File: config.mk
export PLATFORM = sky130hd
export DESIGN_NAME = lsu_sram_master
export DESIGN_NICKNAME = d
export VERILOG_FILES = /design/src/rtl/lsu_sram_master.sv
export SDC_FILE = /design/constraint.sdc
export NUM_CORES = 1
export LEC_CHECK = 0
export CORE_MARGIN = 2
export CORE_UTILIZATION = 45
export CTS_BUF_LIST = sky130_fd_sc_hd__clkbuf_4 sky130_fd_sc_hd__clkbuf_8
export DETAILED_ROUTE_END_ITERATION = 6
export PLACE_DENSITY_LB_ADDON = 0.1
export REMOVE_ABC_BUFFERS = 1
export SYNTH_ARGS = -nofsm -noshare
export SYNTH_HDL_FRONTEND = slang
export SYNTH_SLANG_ARGS = --single-unit
File: constraint.sdc
create_clock -name clk -period 2.7 [get_ports clk]
set_input_delay 0.675 -clock clk [delete_from_list [all_inputs] [get_ports clk]]
set_output_delay 0.675 -clock clk [all_outputs]
set_load 0.01 [all_outputs]
File: src/rtl/lsu_sram_master.sv
// Load-store unit master for an SRAM-like bus with req/addr_ok/data_ok handshake.
// One request is held until the address phase completes; response order is kept by an info FIFO.
module lsu_sram_master #(
    parameter int unsigned BUS_WIDTH       = 32,
    parameter int unsigned DATA_WIDTH      = 32,
    parameter int unsigned RAM_MASK_WIDTH  = 4,
    parameter int unsigned MAX_OUTSTANDING = 2
) (
    input  logic                      clk,
    input  logic                      rst,
    input  logic                      lsu_valid,
    output logic                      lsu_ready,
    input  logic                      lsu_we,
    input  logic [2:0]                lsu_funct3,
    input  logic [BUS_WIDTH-1:0]      lsu_addr,
    input  logic [DATA_WIDTH-1:0]     lsu_wdata,
    output logic                      rsp_valid,
    output logic [DATA_WIDTH-1:0]     rsp_rdata,
    output logic                      rsp_err,
    output logic                      bus_err,
    output logic                      mem_req,
    output logic                      mem_we,
    output logic [1:0]                mem_size,
    output logic [BUS_WIDTH-1:0]      mem_addr,
    output logic [DATA_WIDTH-1:0]     mem_wdata,
    output logic [RAM_MASK_WIDTH-1:0] mem_wem,
    input  logic [DATA_WIDTH-1:0]     mem_rdata,
    input  logic                      mem_addr_ok,
    input  logic                      mem_data_ok
);
    localparam int unsigned PtrW = (MAX_OUTSTANDING > 1) ? $clog2(MAX_OUTSTANDING) : 1;
    localparam int unsigned CntW = $clog2(MAX_OUTSTANDING + 1);

    typedef struct packed {
        logic       bus;
        logic       we;
        logic [2:0] funct3;
        logic [1:0] lane;
    } entry_t;

    entry_t                    r_fifo [MAX_OUTSTANDING];
    logic [PtrW-1:0]           r_wr_ptr;
    logic [PtrW-1:0]           r_rd_ptr;
    logic [CntW-1:0]           r_count;
    logic                      r_hold_valid;
    entry_t                    r_hold;
    logic                      r_mem_we;
    logic [1:0]                r_mem_size;
    logic [BUS_WIDTH-1:0]      r_mem_addr;
    logic [DATA_WIDTH-1:0]     r_mem_wdata;
    logic [RAM_MASK_WIDTH-1:0] r_mem_wem;
    logic                      r_rsp_valid;
    logic [DATA_WIDTH-1:0]     r_rsp_rdata;
    logic                      r_rsp_err;
    logic                      r_bus_err;

    logic                      w_misalign;
    logic [1:0]                w_size;
    logic [DATA_WIDTH-1:0]     w_wdata;
    logic [RAM_MASK_WIDTH-1:0] w_wem;
    logic                      w_accept;
    logic                      w_bypass;
    logic                      w_push;
    logic                      w_pop;
    logic                      w_stray;
    logic                      w_nonempty;
    entry_t                    w_head;
    entry_t                    w_push_entry;
    logic [DATA_WIDTH-1:0]     w_lane_data;
    logic [DATA_WIDTH-1:0]     w_load_ext;

    assign lsu_ready  = !r_hold_valid && (r_count < CntW'(MAX_OUTSTANDING));
    assign w_accept   = lsu_valid && lsu_ready;
    assign w_nonempty = (r_count != '0);
    assign w_head     = r_fifo[r_rd_ptr];
    // Misaligned request with nothing ahead of it answers directly, one cycle after acceptance.
    assign w_bypass   = w_accept && w_misalign && !w_nonempty;
    assign w_push     = (w_accept && w_misalign && w_nonempty) || (r_hold_valid && mem_addr_ok);
    assign w_pop      = w_nonempty && (!w_head.bus || mem_data_ok);
    assign w_stray    = mem_data_ok && (!w_nonempty || !w_head.bus);

    always_comb begin
        w_misalign = 1'b0;
        w_size     = 2'b10;
        w_wdata    = lsu_wdata;
        w_wem      = '1;
        case (lsu_funct3[1:0])
            2'b00: begin
                w_size  = 2'b00;
                w_wdata = {(DATA_WIDTH/8){lsu_wdata[7:0]}};
                w_wem   = RAM_MASK_WIDTH'(1) << lsu_addr[1:0];
            end
            2'b01: begin
                w_size     = 2'b01;
                w_misalign = lsu_addr[0];
                w_wdata    = {(DATA_WIDTH/16){lsu_wdata[15:0]}};
                w_wem      = lsu_addr[1] ? RAM_MASK_WIDTH'(4'b1100) : RAM_MASK_WIDTH'(4'b0011);
            end
            default: begin
                w_misalign = (lsu_addr[1:0] != 2'b00);
            end
        endcase
        if (!lsu_we) begin
            w_wem = '0;
        end
    end

    always_comb begin
        w_push_entry = r_hold;
        if (!r_hold_valid) begin
            w_push_entry = '{bus: 1'b0, we: lsu_we, funct3: lsu_funct3, lane: lsu_addr[1:0]};
        end
    end

    always_comb begin
        w_lane_data = mem_rdata >> {w_head.lane, 3'b000};
        case (w_head.funct3)
            3'b000:  w_load_ext = {{(DATA_WIDTH-8){w_lane_data[7]}}, w_lane_data[7:0]};
            3'b001:  w_load_ext = {{(DATA_WIDTH-16){w_lane_data[15]}}, w_lane_data[15:0]};
            3'b100:  w_load_ext = {{(DATA_WIDTH-8){1'b0}}, w_lane_data[7:0]};
            3'b101:  w_load_ext = {{(DATA_WIDTH-16){1'b0}}, w_lane_data[15:0]};
            default: w_load_ext = w_lane_data;
        endcase
    end

    always_ff @(posedge clk) begin
        if (rst) begin
            r_hold_valid <= 1'b0;
            r_hold       <= '0;
            r_mem_we     <= 1'b0;
            r_mem_size   <= '0;
            r_mem_addr   <= '0;
            r_mem_wdata  <= '0;
            r_mem_wem    <= '0;
            r_wr_ptr     <= '0;
            r_rd_ptr     <= '0;
            r_count      <= '0;
            r_rsp_valid  <= 1'b0;
            r_rsp_rdata  <= '0;
            r_rsp_err    <= 1'b0;
            r_bus_err    <= 1'b0;
        end else begin
            if (w_accept && !w_misalign) begin
                r_hold_valid <= 1'b1;
                r_hold       <= '{bus: 1'b1, we: lsu_we, funct3: lsu_funct3, lane: lsu_addr[1:0]};
                r_mem_we     <= lsu_we;
                r_mem_size   <= w_size;
                r_mem_addr   <= {lsu_addr[BUS_WIDTH-1:2], 2'b00};
                r_mem_wdata  <= w_wdata;
                r_mem_wem    <= w_wem;
            end else if (r_hold_valid && mem_addr_ok) begin
                r_hold_valid <= 1'b0;
            end
            if (w_push) begin
                r_wr_ptr <= (r_wr_ptr == PtrW'(MAX_OUTSTANDING - 1)) ? '0 : r_wr_ptr + PtrW'(1);
            end
            if (w_pop) begin
                r_rd_ptr <= (r_rd_ptr == PtrW'(MAX_OUTSTANDING - 1)) ? '0 : r_rd_ptr + PtrW'(1);
            end
            case ({w_push, w_pop})
                2'b10:   r_count <= r_count + CntW'(1);
                2'b01:   r_count <= r_count - CntW'(1);
                default: r_count <= r_count;
            endcase
            r_rsp_valid <= w_pop || w_bypass;
            r_rsp_err   <= w_bypass || (w_pop && !w_head.bus);
            r_rsp_rdata <= (w_pop && w_head.bus && !w_head.we) ? w_load_ext : '0;
            if (w_stray) begin
                r_bus_err <= 1'b1;
            end
        end
    end

    always_ff @(posedge clk) begin
        if (w_push) begin
            r_fifo[r_wr_ptr] <= w_push_entry;
        end
    end

    assign mem_req   = r_hold_valid;
    assign mem_we    = r_mem_we;
    assign mem_size  = r_mem_size;
    assign mem_addr  = r_mem_addr;
    assign mem_wdata = r_mem_wdata;
    assign mem_wem   = r_mem_wem;
    assign rsp_valid = r_rsp_valid;
    assign rsp_rdata = r_rsp_rdata;
    assign rsp_err   = r_rsp_err;
    assign bus_err   = r_bus_err;
endmodule
[After elaboration in Yosys (flattened, before gate mapping)]
Memory sizes are Yosys's and may differ from the RTL's. A register that Yosys moved wholly into a read port is not among the register bits.
Index checks and enable logic that the tools add are counted.
Word-level totals
  flip-flop bits (word level): 115
  output and inout bits: 108
  RAM bits: 14
  memories kept: 1
  input bits: 105
  word-level logic and storage cells: 77
Operators by class
  add/subtract/negate cells: 4
  equality and inequality tests: 6
  shift operators: 2
  reduce and logical (&&, ||, !) cells: 29
  bitwise logic cells: 1
  order comparisons: 1
  muxes and demuxes: 17
Memories
  r_fifo: depth 2, bits a word 7, read ports 1, clocked after Yosys merged registers in 1, wr ports 1, RTL line 41  | entry_t r_fifo [MAX_OUTSTANDING];
Operators by type and width (number)
  $pmux 32 s4: 1
  $pmux 32 s2: 1
  $shr 32x5->32: 1
  $logic_and 1x1->1: 12
  $mux 1: 8
  $mux 4: 2
  $pmux 2 s2: 2
  $pmux 4 s2: 1
  $reduce_bool 2->1: 4
  $mux 7: 1
  $eq 3x3->1 const B: 2
  $logic_not 1->1: 5
  $logic_or 1x1->1: 5
  $eq 2x1->1 const B: 2
  $shl 1x2->4 const A: 1
  $eq 3x1->1 const B: 1
  $logic_not 3->1: 1
  $add 1x1->1 const B: 2
  $add 2x1->2 const B: 1
  $eq 2x2->1 const B: 1
  $logic_not 2->1: 1
  $lt 2x2->1 const B: 1
  $pmux 1 s2: 1
  $reduce_or 2->1: 1
  other kinds (2): 2

[Logic depth before layout (Yosys ltp)]
  depth in word-level cells: 8
  gate-level depth with buffers: 9
  mapped depth without buffers: 7

[Least setup slack after synthesis]
No wires, ideal clock.
  kind: input port to flip-flop
  start: input lsu_funct3[1]
  end: register r_count[1]
  slack: 0.618 ns
  stages on the path: 6
  data required time: 2.630 ns
  library setup time: 0.070 ns
  data arrival time: 2.011 ns
  cells stage by stage: a21oi_1 > nor3b_1 > a32oi_1 > ha_1 > or3_1 > a21oi_1
On the way
  cells in the longest elaborated chain, start to end: 7
  elaborated cells between the ends (all ways): 10
  classes of those cells: eq/ne: 3; mux: 2; reduce/logical: 5
RTL lines
  start, declared: RTL line 14  | input logic [2:0] lsu_funct3,
  $eq 2x1->1 / $logic_not 2->1 (equally long branches): RTL line 87  | case (lsu_funct3[1:0])
  $pmux 1 s2 (*): RTL line 87
  $logic_and 1x1->1 (*) (2 in series): RTL line 78  | assign w_push = (w_accept && w_misalign && w_nonempty) || (r_hold_valid && mem_addr_ok);
  $logic_or 1x1->1 (*): RTL line 78
  $eq 2x1->1 / $eq 2x2->1 (equally long branches): RTL line 160  | case ({w_push, w_pop})
  $pmux 2 s2 / $reduce_bool 2->1 (equally long branches)
  end signal, assigned: RTL line 161  | 2'b10: r_count <= r_count + CntW'(1);
  end signal, assigned: RTL line 162  | 2'b01: r_count <= r_count - CntW'(1);
  end signal, assigned: RTL line 163  | default: r_count <= r_count;
  end, declared: RTL line 44  | logic [CntW-1:0] r_count;
Mark *: on every way between the ends. The rest lies on a longest branch, timed or not.
A chain may end at the register's enable or synchronous reset.

[Worst setup path in the final report]
  start: register r_hold_valid, in the netlist mem_req
  end: output lsu_ready
On the way
  cells in the longest elaborated chain, start to end: 2
RTL lines
  start, declared: RTL line 45  | logic r_hold_valid;
  start signal, assigned: RTL line 128  | r_hold_valid <= 1'b0;
  start signal, assigned: RTL line 144  | r_hold_valid <= 1'b1;
  start signal, assigned: RTL line 152  | r_hold_valid <= 1'b0;
  $logic_not 1->1
  $logic_and 1x1->1: RTL line 72  | assign lsu_ready = !r_hold_valid && (r_count < CntW'(MAX_OUTSTANDING));
  end, declared: RTL line 12  | output logic lsu_ready,
Every way passes these cells.

==> run summary <==
WS Path Type: register to primary output
Antenna-violating nets left: 0
Total wire length: 15.3 mm
Sequential fraction of the synthesis area: 51.1%
Number of diodes: 0
Ports: 213
DP HPWL: 10.9 mm
Yosys cell types: 42
Max IR drop VDD: 0.448 mV
CTS clock-pin slew for the worst setup and hold paths: 70 ps
Synthesis-to-layout area growth: 50.1%
DR vias: 4964
Overall power: 0.00560 W
Setup TNS Final: 0 ps
Die Wd: 113 um
HP Class: register to register
CTS Hold Buffers Added: 0
Site Rows: 39
Placed cell area: 7630 um^2
Fill count: 908
DRT iter0 DRCs: 265
CTS buffer count: 17
F_max: 0.411 GHz
Post-CTS Setup Bufs: 0
Number of synthesized flops with an enable pin: 14
Share of cells above drive strength 1: 9.45%
Final setup skew: 7.49 ps
Grt ovf: 0
# clock sinks: 130
Synthesis Warnings: 0
Skew-Pair Late Insertion Delay: 450 ps
Largest fanout on the critical path: 12
CP peak stage delay: 600 ps
Vias in the first global route: 5015
CTS root buf: clkbuf_8
Post-synth top area share: 43.2%
RePlAce Congestion: 0.777
Synth top cells by count: 148 x nand2_1, 116 x dfxtp_1, 90 x a21oi_1
Most numerous cell in the Yosys netlist: nand2_1
CP required: 2030 ps
Arr. time, crit path: 1760 ps
Final nets: 918
Drt pass-1 iters: 7
Post-cts repair resize count: 0
Final instance area: 8060 um^2
Slowest CP cell: clkdlybuf4s50_1
Max Root-Sink Buffers: 2
Die Y: 113 um
PortBufs: 210
Setup violations, final: 0
Full die area: 12800 um^2
CP startpoint kind: register
Yosys top cell by area: dfxtp_1
Failing checks: DRC
Via density: 5.13
Cells after Synth: 604
Crit. End Element: primary output
CP Cell Sequence: nor2_1, clkdlybuf4s50_1
Syn Std Cell Area: 5370 um^2
Top cells by area, synth: dfxtp_1 43%, nand2_1 10%, a21oi_1 8.4%, edfxtp_1 7.8%, mux2i_1 6.3%
P_leak: 2.97 nW
Starting density of the core: 46.6%
Slew Viols, Final: 0
Max Cap Viol: 0
First-pass GRT wire length: 24.5 mm
RSZ-0062 raised after global routing: false
Worst-Margin Slew: 574 ps
Total core area: 11500 um^2
Synth Flop Type: dfxtp_1
Hold Vio Cnt, Final: 0
Residual DRC: 12
WL/cell: 15.8 um
Flops & latches, synth: 130
Part of the cycle the worst path needs: 90.0%
Status: complete, but fails checks
Initial antenna violation count: 0
GRT Util Overall: 24.2%
Largest net degree at the start of global routing: 84
Pwr/cell area: 695 nW/um^2
Asr flop ratio synth: 0%
H-tree depth: 4
Slew headroom: 61.8%
Crit path time final: 2430 ps
CTS tree: built
Syn Area/Cell: 8.89 um^2
## final timing paths
| kind | cells after the start | start | to | slack (ps) |
|---|---|---|---|---|
| min reg2reg | 2 | r_hold[1] | r_hold[1] | 450 |
| max | 2 | mem_req | lsu_ready | 270 |
| max reg2reg | 5 | register | rsp_rdata[26] | 480 |
| min | 2 | r_hold[1] | r_hold[1] | 450 |
## registers in the layout (all words and copies together), names as in the netlist, 2 cells and up, named ones only
register,cells
r_fifo,14
rsp_rdata,32
mem_wdata,32
mem_addr,30
mem_size,2
r_count,2
mem_wem,4
r_hold,6
## placed cells by master, fill, tap and decap left out, types with 2 or more instances in the layout
cell type,n
clkdlybuf4s50_1,209
nand2_1,148
dfxtp_1,116
a21oi_1,90
nor2_1,49
mux2i_1,34
clkbuf_8,21
buf_4,21
o21ai_0,17
a211oi_1,15
edfxtp_1,14
mux2_2,13
a311oi_1,8
nor2b_1,7
a2bb2oi_1,7
nand2b_1,5
nor3b_1,3
o211ai_1,3
clkinvlp_4,3
bufinv_16,3
clkinv_2,3
buf_12,3
and2_1,2
xnor2_1,2
nor4b_1,2
mux2i_2,2
nor3_1,2
a21o_1,2
conb_1,2
clkbuf_4,2
## worst max-delay path: cells and delay by family (launching register included)
family | cells | cell delay (ps)
DFF | 1 | 440
and+or+nand+nor | 1 | 280
buffers and inverters | 1 | 600
## routing by layer
metal,global-route usage [%],share of wire (%),vias to the layer above
met3,10.2,10,20
met5,0,0,-
met2,42.0,49,180
li1,-,-,2485
met1,26.4,39,2279
met4,8.86,1.8,0
## report_power, final
part	leakage, nW	internal (W)	switching (W)	total, W
combinational	1.68	0.000793	0.000805	0.00160
clock	0.215	0.00103	0.000734	0.00176
sequential	1.07	0.00213	0.000118	0.00225
total	2.97	0.00395	0.00166	0.00560
## through the flow
| stage | utilization, % | cells | hold slack (ps) | setup WS (ps) |
|---|---|---|---|---|
| 6_report | 70.0 | 968 | 455 | 269 |
| 5_1_grt | 70.0 | 968 | 478 | 162 |
| 4_1_cts | 70.0 | 968 | 454 | 211 |
| 3_5_place_dp | 66.2 | 936 | 443 | -37.0 |
| 3_3_place_gp | 66.2 | 936 | 439 | -7.55 |
| 2_1_floorplan | - | 559 | 427 | -694 |
## cells by family (layout without fill, tap and decap cells)
group / count (synthesis) / after routing / share of synthesized area, %
mux: 49 / 49 / 9.58
buf+inv: 47 / 267 / 4.64
other cells: 1 / 2 / 0.0698
xor+xnor: 3 / 3 / 0.489
compound gates: 150 / 150 / 16.9
simple gates: 223 / 223 / 17.1
flops: 130 / 130 / 51.1
fa+ha+maj: 1 / 1 / 0.233
## area by class of cell
type / instances / area (um^2) / share of cell area [%]
Clock inverter: 9 / 128 / 1.58
Sequential cell: 130 / 2740 / 34.0
Timing Repair Buffer: 234 / 2310 / 28.7
Clock buffer: 23 / 304 / 3.77
Tap cell: 143 / 179 / 2.22
Inverter: 1 / 3.75 / 0.0466
Multi-Input combinational cell: 428 / 2390 / 29.6
Power figures use the tool's default switching activity.
